### src/rtl/seat_query_if.sv
// Bundles the handshake and bus signals of the seat query reader.
//   query    : q_valid/q_ready handshake with q_mode, q_seat, cur_time, limit_time
//   memory   : mem_rd_en/mem_rd_addr strobe, mem_rd_valid with record fields
//   response : r_valid/r_ready handshake with r_found, r_seat, r_student,
//              r_state, r_remain, r_expired
// The slave modport is the reader's view; master is the view of whatever
// drives the queries, serves the memory and consumes the responses.
interface seat_query_if #(
   parameter int SEAT_W = 5,
   parameter int STU_W  = 32,
   parameter int TIME_W = 11
);
   logic              q_valid;
   logic              q_ready;
   logic              q_mode;
   logic [SEAT_W-1:0] q_seat;
   logic [TIME_W-1:0] cur_time;
   logic [TIME_W-1:0] limit_time;

   logic              mem_rd_en;
   logic [SEAT_W-1:0] mem_rd_addr;
   logic              mem_rd_valid;
   logic [STU_W-1:0]  mem_rd_student;
   logic [TIME_W-1:0] mem_rd_time;
   logic [1:0]        mem_rd_state;
   logic [1:0]        mem_rd_ban;

   logic              r_valid;
   logic              r_ready;
   logic              r_found;
   logic [SEAT_W-1:0] r_seat;
   logic [STU_W-1:0]  r_student;
   logic [1:0]        r_state;
   logic [TIME_W-1:0] r_remain;
   logic              r_expired;

   modport slave (
      input  q_valid, q_mode, q_seat, cur_time, limit_time,
      input  mem_rd_valid, mem_rd_student, mem_rd_time, mem_rd_state, mem_rd_ban,
      input  r_ready,
      output q_ready, mem_rd_en, mem_rd_addr,
      output r_valid, r_found, r_seat, r_student, r_state, r_remain, r_expired
   );

   modport master (
      output q_valid, q_mode, q_seat, cur_time, limit_time,
      output mem_rd_valid, mem_rd_student, mem_rd_time, mem_rd_state, mem_rd_ban,
      output r_ready,
      input  q_ready, mem_rd_en, mem_rd_addr,
      input  r_valid, r_found, r_seat, r_student, r_state, r_remain, r_expired
   );
endinterface

### src/rtl/seat_query_reader.sv
// Read-side query engine for the seat record memory. Accepts a lookup of one
// seat or a scan for the first free, unbanned seat, reads records over the
// strobe/valid memory port and returns status, occupant, remaining minutes
// and expiry over the response handshake.
// Ports:
//   clk   - clock, rising edge
//   rst_n - asynchronous active-low reset; aborts any query in flight
//   bus   - seat_query_if.slave: query, memory read and response signals
//
// state  | meaning
// IDLE   | q_ready high, waiting for a query
// ISSUE  | mem_rd_en pulse for addr_q
// WAIT   | waiting for mem_rd_valid, record captured on arrival
// EVAL   | compute result; scan may step to the next seat
// RESP   | r_valid high, result held until r_ready
module seat_query_reader #(
   parameter int NUM_SEATS = 32,
   parameter int SEAT_W    = 5,
   parameter int STU_W     = 32,
   parameter int TIME_W    = 11,
   parameter int TIME_WRAP = 1080
) (
   input  logic        clk,
   input  logic        rst_n,
   seat_query_if.slave bus
);
   localparam logic [SEAT_W:0]   NUM_SEATS_X = (SEAT_W+1)'(NUM_SEATS);
   localparam logic [SEAT_W:0]   LAST_CNT    = (SEAT_W+1)'(NUM_SEATS - 1);
   localparam logic [SEAT_W-1:0] LAST_SEAT   = SEAT_W'(NUM_SEATS - 1);
   localparam logic [TIME_W:0]   WRAP_X      = (TIME_W+1)'(TIME_WRAP);
   localparam logic [1:0]        ST_FREE     = 2'd0;
   localparam logic [1:0]        ST_OCC      = 2'd1;
   localparam logic [1:0]        ST_AWAY     = 2'd2;

   typedef enum logic [2:0] {S_IDLE, S_ISSUE, S_WAIT, S_EVAL, S_RESP} state_t;

   state_t            state_q, state_d;
   logic              mode_q, mode_d;
   logic [SEAT_W-1:0] seat_q, seat_d;
   logic [SEAT_W-1:0] addr_q, addr_d;
   logic [SEAT_W:0]   cnt_q, cnt_d;
   logic [TIME_W-1:0] cur_q, cur_d;
   logic [TIME_W-1:0] limit_q, limit_d;
   logic [STU_W-1:0]  rec_student_q, rec_student_d;
   logic [TIME_W-1:0] rec_time_q, rec_time_d;
   logic [1:0]        rec_state_q, rec_state_d;
   logic [1:0]        rec_ban_q, rec_ban_d;
   logic              r_found_q, r_found_d;
   logic [SEAT_W-1:0] r_seat_q, r_seat_d;
   logic [STU_W-1:0]  r_student_q, r_student_d;
   logic [1:0]        r_state_q, r_state_d;
   logic [TIME_W-1:0] r_remain_q, r_remain_d;
   logic              r_expired_q, r_expired_d;

   logic [TIME_W:0]   elapsed;
   logic              over;
   logic [TIME_W-1:0] remain;
   logic              timed;
   logic              rec_hit;
   logic              q_seat_oor;

   // Elapsed time handles one timer wrap since check-in; the extra bit keeps
   // cur+TIME_WRAP from overflowing before the subtraction.
   always_comb begin
      elapsed = '0;
      if (cur_q >= rec_time_q) begin
         elapsed = {1'b0, cur_q} - {1'b0, rec_time_q};
      end else begin
         elapsed = {1'b0, cur_q} + WRAP_X - {1'b0, rec_time_q};
      end
      over    = (elapsed >= {1'b0, limit_q});
      // elapsed < limit here, so the low bits hold the full difference
      remain  = over ? '0 : (limit_q - elapsed[TIME_W-1:0]);
      timed   = (rec_state_q == ST_OCC) || (rec_state_q == ST_AWAY);
      rec_hit = (rec_state_q == ST_FREE) && (rec_ban_q == 2'd0);
   end

   assign q_seat_oor = ({1'b0, bus.q_seat} >= NUM_SEATS_X);

   always_comb begin
      state_d       = state_q;
      mode_d        = mode_q;
      seat_d        = seat_q;
      addr_d        = addr_q;
      cnt_d         = cnt_q;
      cur_d         = cur_q;
      limit_d       = limit_q;
      rec_student_d = rec_student_q;
      rec_time_d    = rec_time_q;
      rec_state_d   = rec_state_q;
      rec_ban_d     = rec_ban_q;
      r_found_d     = r_found_q;
      r_seat_d      = r_seat_q;
      r_student_d   = r_student_q;
      r_state_d     = r_state_q;
      r_remain_d    = r_remain_q;
      r_expired_d   = r_expired_q;

      unique case (state_q)
         S_IDLE: begin
            // q_ready is high throughout IDLE, so q_valid alone is the handshake
            if (bus.q_valid) begin
               mode_d  = bus.q_mode;
               seat_d  = bus.q_seat;
               cur_d   = bus.cur_time;
               limit_d = bus.limit_time;
               cnt_d   = '0;
               if (!bus.q_mode && q_seat_oor) begin
                  r_found_d   = 1'b0;
                  r_seat_d    = bus.q_seat;
                  r_student_d = '0;
                  r_state_d   = '0;
                  r_remain_d  = '0;
                  r_expired_d = 1'b0;
                  state_d     = S_RESP;
               end else begin
                  addr_d  = q_seat_oor ? '0 : bus.q_seat;
                  state_d = S_ISSUE;
               end
            end
         end
         S_ISSUE: state_d = S_WAIT;
         S_WAIT: begin
            if (bus.mem_rd_valid) begin
               rec_student_d = bus.mem_rd_student;
               rec_time_d    = bus.mem_rd_time;
               rec_state_d   = bus.mem_rd_state;
               rec_ban_d     = bus.mem_rd_ban;
               state_d       = S_EVAL;
            end
         end
         S_EVAL: begin
            state_d = S_RESP;
            if (!mode_q || rec_hit) begin
               r_found_d   = 1'b1;
               r_seat_d    = addr_q;
               r_student_d = rec_student_q;
               r_state_d   = rec_state_q;
               r_remain_d  = timed ? remain : '0;
               r_expired_d = timed && over;
            end else if (cnt_q == LAST_CNT) begin
               r_found_d   = 1'b0;
               r_seat_d    = seat_q;
               r_student_d = '0;
               r_state_d   = '0;
               r_remain_d  = '0;
               r_expired_d = 1'b0;
            end else begin
               addr_d  = (addr_q == LAST_SEAT) ? '0 : addr_q + 1'b1;
               cnt_d   = cnt_q + 1'b1;
               state_d = S_ISSUE;
            end
         end
         S_RESP: begin
            if (bus.r_ready) state_d = S_IDLE;
         end
         default: state_d = S_IDLE;
      endcase
   end

   always_ff @(posedge clk or negedge rst_n) begin
      if (!rst_n) begin
         state_q       <= S_IDLE;
         mode_q        <= 1'b0;
         seat_q        <= '0;
         addr_q        <= '0;
         cnt_q         <= '0;
         cur_q         <= '0;
         limit_q       <= '0;
         rec_student_q <= '0;
         rec_time_q    <= '0;
         rec_state_q   <= '0;
         rec_ban_q     <= '0;
         r_found_q     <= 1'b0;
         r_seat_q      <= '0;
         r_student_q   <= '0;
         r_state_q     <= '0;
         r_remain_q    <= '0;
         r_expired_q   <= 1'b0;
      end else begin
         state_q       <= state_d;
         mode_q        <= mode_d;
         seat_q        <= seat_d;
         addr_q        <= addr_d;
         cnt_q         <= cnt_d;
         cur_q         <= cur_d;
         limit_q       <= limit_d;
         rec_student_q <= rec_student_d;
         rec_time_q    <= rec_time_d;
         rec_state_q   <= rec_state_d;
         rec_ban_q     <= rec_ban_d;
         r_found_q     <= r_found_d;
         r_seat_q      <= r_seat_d;
         r_student_q   <= r_student_d;
         r_state_q     <= r_state_d;
         r_remain_q    <= r_remain_d;
         r_expired_q   <= r_expired_d;
      end
   end

   assign bus.q_ready     = (state_q == S_IDLE);
   assign bus.mem_rd_en   = (state_q == S_ISSUE);
   assign bus.mem_rd_addr = addr_q;
   assign bus.r_valid     = (state_q == S_RESP);
   assign bus.r_found     = r_found_q;
   assign bus.r_seat      = r_seat_q;
   assign bus.r_student   = r_student_q;
   assign bus.r_state     = r_state_q;
   assign bus.r_remain    = r_remain_q;
   assign bus.r_expired   = r_expired_q;
endmodule
### src/flat_wrapper.sv
// flat-port wrapper written by rule: the top's interface ports become plain ports
module seat_query_reader_flat 
#(
   parameter int NUM_SEATS = 32,
   parameter int SEAT_W    = 5,
   parameter int STU_W     = 32,
   parameter int TIME_W    = 11,
   parameter int TIME_WRAP = 1080
)
  (clk, rst_n, bus_q_valid, bus_q_mode, bus_q_seat, bus_cur_time, bus_limit_time, bus_mem_rd_valid, bus_mem_rd_student, bus_mem_rd_time, bus_mem_rd_state, bus_mem_rd_ban, bus_r_ready, bus_q_ready, bus_mem_rd_en, bus_mem_rd_addr, bus_r_valid, bus_r_found, bus_r_seat, bus_r_student, bus_r_state, bus_r_remain, bus_r_expired);
  seat_query_if #(.SEAT_W(SEAT_W), .STU_W(STU_W), .TIME_W(TIME_W)) bus_i ();
  input  logic clk;
  input  logic rst_n;
  input wire logic [$bits(bus_i.q_valid)-1:0] bus_q_valid;
  input wire logic [$bits(bus_i.q_mode)-1:0] bus_q_mode;
  input wire logic [$bits(bus_i.q_seat)-1:0] bus_q_seat;
  input wire logic [$bits(bus_i.cur_time)-1:0] bus_cur_time;
  input wire logic [$bits(bus_i.limit_time)-1:0] bus_limit_time;
  input wire logic [$bits(bus_i.mem_rd_valid)-1:0] bus_mem_rd_valid;
  input wire logic [$bits(bus_i.mem_rd_student)-1:0] bus_mem_rd_student;
  input wire logic [$bits(bus_i.mem_rd_time)-1:0] bus_mem_rd_time;
  input wire logic [$bits(bus_i.mem_rd_state)-1:0] bus_mem_rd_state;
  input wire logic [$bits(bus_i.mem_rd_ban)-1:0] bus_mem_rd_ban;
  input wire logic [$bits(bus_i.r_ready)-1:0] bus_r_ready;
  output wire logic [$bits(bus_i.q_ready)-1:0] bus_q_ready;
  output wire logic [$bits(bus_i.mem_rd_en)-1:0] bus_mem_rd_en;
  output wire logic [$bits(bus_i.mem_rd_addr)-1:0] bus_mem_rd_addr;
  output wire logic [$bits(bus_i.r_valid)-1:0] bus_r_valid;
  output wire logic [$bits(bus_i.r_found)-1:0] bus_r_found;
  output wire logic [$bits(bus_i.r_seat)-1:0] bus_r_seat;
  output wire logic [$bits(bus_i.r_student)-1:0] bus_r_student;
  output wire logic [$bits(bus_i.r_state)-1:0] bus_r_state;
  output wire logic [$bits(bus_i.r_remain)-1:0] bus_r_remain;
  output wire logic [$bits(bus_i.r_expired)-1:0] bus_r_expired;
  assign bus_i.q_valid = bus_q_valid;
  assign bus_i.q_mode = bus_q_mode;
  assign bus_i.q_seat = bus_q_seat;
  assign bus_i.cur_time = bus_cur_time;
  assign bus_i.limit_time = bus_limit_time;
  assign bus_i.mem_rd_valid = bus_mem_rd_valid;
  assign bus_i.mem_rd_student = bus_mem_rd_student;
  assign bus_i.mem_rd_time = bus_mem_rd_time;
  assign bus_i.mem_rd_state = bus_mem_rd_state;
  assign bus_i.mem_rd_ban = bus_mem_rd_ban;
  assign bus_i.r_ready = bus_r_ready;
  assign bus_q_ready = bus_i.q_ready;
  assign bus_mem_rd_en = bus_i.mem_rd_en;
  assign bus_mem_rd_addr = bus_i.mem_rd_addr;
  assign bus_r_valid = bus_i.r_valid;
  assign bus_r_found = bus_i.r_found;
  assign bus_r_seat = bus_i.r_seat;
  assign bus_r_student = bus_i.r_student;
  assign bus_r_state = bus_i.r_state;
  assign bus_r_remain = bus_i.r_remain;
  assign bus_r_expired = bus_i.r_expired;
  seat_query_reader #(.NUM_SEATS(NUM_SEATS), .SEAT_W(SEAT_W), .STU_W(STU_W), .TIME_W(TIME_W), .TIME_WRAP(TIME_WRAP)) u_core (.clk(clk), .rst_n(rst_n), .bus(bus_i));
endmodule
### config.mk
export PLATFORM = sky130hd
export DESIGN_NAME = seat_query_reader_flat
export DESIGN_NICKNAME = d
export VERILOG_FILES = /design/src/rtl/seat_query_if.sv /design/src/rtl/seat_query_reader.sv /design/src/flat_wrapper.sv
export SDC_FILE = /design/constraint.sdc
export NUM_CORES = 1
export LEC_CHECK = 0
export BUFFER_PORTS_ARGS = -buffer_cell sky130_fd_sc_hd__buf_2
export CELL_PAD_IN_SITES_DETAIL_PLACEMENT = 0
export CELL_PAD_IN_SITES_GLOBAL_PLACEMENT = 2
export CORE_UTILIZATION = 25
export DETAILED_ROUTE_END_ITERATION = 10
export PLACE_DENSITY_LB_ADDON = 0.1
export SLEW_MARGIN = 20
export SYNTH_ARGS = -nofsm -noshare
export SYNTH_HDL_FRONTEND = slang
export SYNTH_SLANG_ARGS = --single-unit
### constraint.sdc
create_clock -name clk -period 4.4 [get_ports clk]
set_input_delay 0.66 -clock clk [delete_from_list [all_inputs] [get_ports clk]]
set_output_delay 0.66 -clock clk [all_outputs]
set_load 0.02 [all_outputs]
==> results_dict.tcl <==
set metrics [dict create \
    cts_buffers 17 \
    layout_common_cells "dfrtp_1, buf_2, inv_1" \
    clock_skew_ps 13.2 \
    dpl-instance-area_um2 8550 \
    ys_seq_area_share_pct 47.9 \
    crit_top_cell "ha_1" \
    max_slew_margin_pct 41.2 \
    ioPinCount 140 \
    overflow 0 \
    synth_warnings 0 \
    setup_ws_ps 316 \
    clock_path_buffers 2 \
    htreeDepth 4 \
    async_flop_share_pct 100 \
    cp_num_buf_inv 2 \
    drive_above_1_share_pct 30.8 \
    synth_top_area_share_pct 47.9 \
    utilization_pct 31.9 \
    nets 951 \
    cpPeakStageDelay_ps 370 \
    cts_sinks 141 \
    avgSynthCellArea_um2 11.0 \
    setup-tns-final_ps 0 \
    clkTransAtPathRegs_ps 70 \
    vias 5370 \
    syn_inst 673 \
    core_um2 28900 \
    r2r-start "u_core.rec_time_q[1]$_DFFE_PN0P_" \
    grt_pass1_wl_mm 31.7 \
    synth_seq_cells 141 \
    worstPathMaxFanout 11 \
    hp-class "primary input to async pin" \
    finalHoldViolations 0 \
    worstSetupEndpointType "flop" \
    ys_top_cells_by_area "dfrtp_1, ha_1, mux2_2" \
    final.fill_count 2993 \
    slew_violations 0 \
    r2r_slack_ps 320 \
    timing.fmax_mhz 245 \
    max-cap-violations 0 \
    finalWirelength_mm 19.4 \
    start_util_pct 25.5 \
    die_area_um2 30200 \
    die_x_um 174 \
    hpwl_mm 13.6 \
    path_cells "inv_1 > ha_1 > ha_1 > ha_1 > a211o_1 > a31oi_4 > a31oi_1 > o21a_1 > nor2_1 > xnor2_1 > mux2_2 > ha_1 > a2111oi_4 > a31oi_2 > nor4_4 > buf_6 > a32o_1" \
    min_period_ps 4080 \
    crit_type "flop to flop" \
    synth_ff_type "dfrtp_1" \
    cts_tree "built" \
    crit_family "compound AO/OA/AOI/OAI gates" \
    r2r_end "u_core.bus.r_remain[2]$_DFFE_PN0P_" \
    crit_arrival_ps 4440 \
    rows 62 \
    port_buffers 139 \
    reg2reg_depth 17 \
    drc 0 \
    clockRootBuffer "clkbuf_16" \
    wl_per_cell_um 16.0 \
    start_kind "flop" \
    final-seq-area_um2 3530 \
    synth_area_um2 7370 \
    multiInputGateArea_um2 3560 \
    synth_cell_type_count 61 \
    area_growth_pct 24.9 \
    status "finished, final reports clean" \
    drt_iter0_markers 156 \
    grt_start_max_net_pins 89 \
    worstPathRequired_ps 4750 \
    grt_pass1_vias 5766 \
    setup_violations 0 \
    final_area_um2 9210 \
    rsz0062_at_grt "no" \
    chipHeight_um 174 \
    pre_cts_ws_ps 161 \
    fin_crit_sh_pct 92.8 \
    via_per_inst 4.43 \
    drtPass1Iterations 6 \
    yosysTopAreaCell "dfrtp_1" \
    grt_use_total_pct 13.4 \
    drt.antenna.violating_nets 0 \
    antenna_found_initial 2 \
    clk_latency_ps 420 \
    final_common_cell "dfrtp_1" \
    synth_edf_count 0 \
    gp_congestion 0.758 \
    cp_slowest_cell "dfrtp_1" \
    worst_slew_pin_slew_ps 882 \
    syn_nets 811 \
]
==> cells in the mapped netlist, drive strengths merged, types with 4 or more instances <==
cell type / number
a21oi: 20
a22o: 40
a31oi: 7
a32o: 5
buf: 11
clkbuf: 19
dfrtp: 141
fa: 7
ha: 51
inv: 58
mux2: 56
mux2i: 10
nand2: 50
nand2b: 7
nand3: 5
nor2: 36
nor2b: 8
nor3: 7
nor3b: 4
o21a: 8
o21ai: 58
o31ai: 6
xnor2: 10
xor2: 11
==> worst max-delay path by stage <==
stage | end | slack [ps] | cells past startpoint | startpoint
6_report | u_core.bus.r_remain[2]$_DFFE_PN0P_ | 320 | 17 | u_core.rec_time_q[1]$_DFFE_PN0P_
5_1_grt | u_core.bus.r_remain[10]$_DFFE_PN0P_ | 10 | 17 | u_core.rec_time_q[1]$_DFFE_PN0P_
3_5_place_dp | u_core.bus.r_remain[5]$_DFFE_PN0P_ | 160 | 17 | u_core.rec_time_q[2]$_DFFE_PN0P_
2_1_floorplan | u_core.bus.r_remain[9]$_DFFE_PN0P_ | 470 | 15 | u_core.rec_time_q[0]$_DFFE_PN0P_
3_3_place_gp | u_core.bus.r_remain[10]$_DFFE_PN0P_ | 200 | 17 | u_core.rec_time_q[1]$_DFFE_PN0P_
4_1_cts | u_core.bus.r_remain[10]$_DFFE_PN0P_ | 120 | 17 | u_core.rec_time_q[2]$_DFFE_PN0P_
==> final cells by class <==
| cell class | instances | share of cell area (%) |
|---|---|---|
| multi-input combinational | 444 | 38.7 |
| clock buffer | 18 | 4.77 |
| sequential | 141 | 38.3 |
| inverter | 58 | 2.36 |
| clock inverter | 14 | 1.79 |
| antenna | 3 | 0.0815 |
| tap | 384 | 5.22 |
| timing repair buffer | 151 | 8.78 |
==> through the flow <==
| step | std cells | hold WS, ps |
|---|---|---|
| final | 1213 | 334 |
| after global routing | 1211 | 403 |
| after detailed placement | 1178 | 474 |
| after CTS | 1210 | 368 |
| after floorplan | 673 | 364 |
| after global placement | 1178 | 463 |
==> what timing repair did <==
item / 4_1_cts / 5_1_grt
endpoints found under the setup margin: 0 / 12
hold buffers: 0 / 0
gates resized for setup: 0 / 8
buffers inserted: 0 / 0
==> logic make-up after synthesis <==
kind of cell             share of synthesized area (%)
AO/OA/AOI/OAI                                     15.6
flip-flops                                        47.9
AND/OR/NAND/NOR                                   8.90
buffers and inverters                             4.69
multiplexers                                      9.91
adder cells (fa/ha/maj)                           10.6
XOR/XNOR                                          2.50
==> registers in the layout, indices dropped and copies added (netlist names) <==
register / flops
u_core.rec_state_q: 2
u_core.bus.r_found: 1
u_core.bus.mem_rd_addr: 5
u_core.bus.r_seat: 5
u_core.state_q: 3
u_core.bus.r_expired: 1
u_core.cnt_q: 6
u_core.seat_q: 5
u_core.cur_q: 11
u_core.bus.r_student: 32
u_core.rec_ban_q: 2
u_core.bus.r_remain: 11
u_core.mode_q: 1
u_core.bus.r_state: 2
u_core.rec_student_q: 32
u_core.rec_time_q: 11
u_core.limit_q: 11
==> layer usage <==
metal / vias to the layer above / GRT usage, % / wire, µm / share of wire, %
li1: 2631 / - / - / -
met1: 2640 / 16.5 / 8750 / 45
met2: 88 / 22.5 / 9420 / 49
met3: 11 / 4.54 / 1040 / 5.4
met4: 0 / 3.25 / 147 / 0.76
met5: - / 0 / 0 / 0
Power is not shown: default switching activity piles up to over one toggle a cycle in this logic, so the estimate is an artifact.
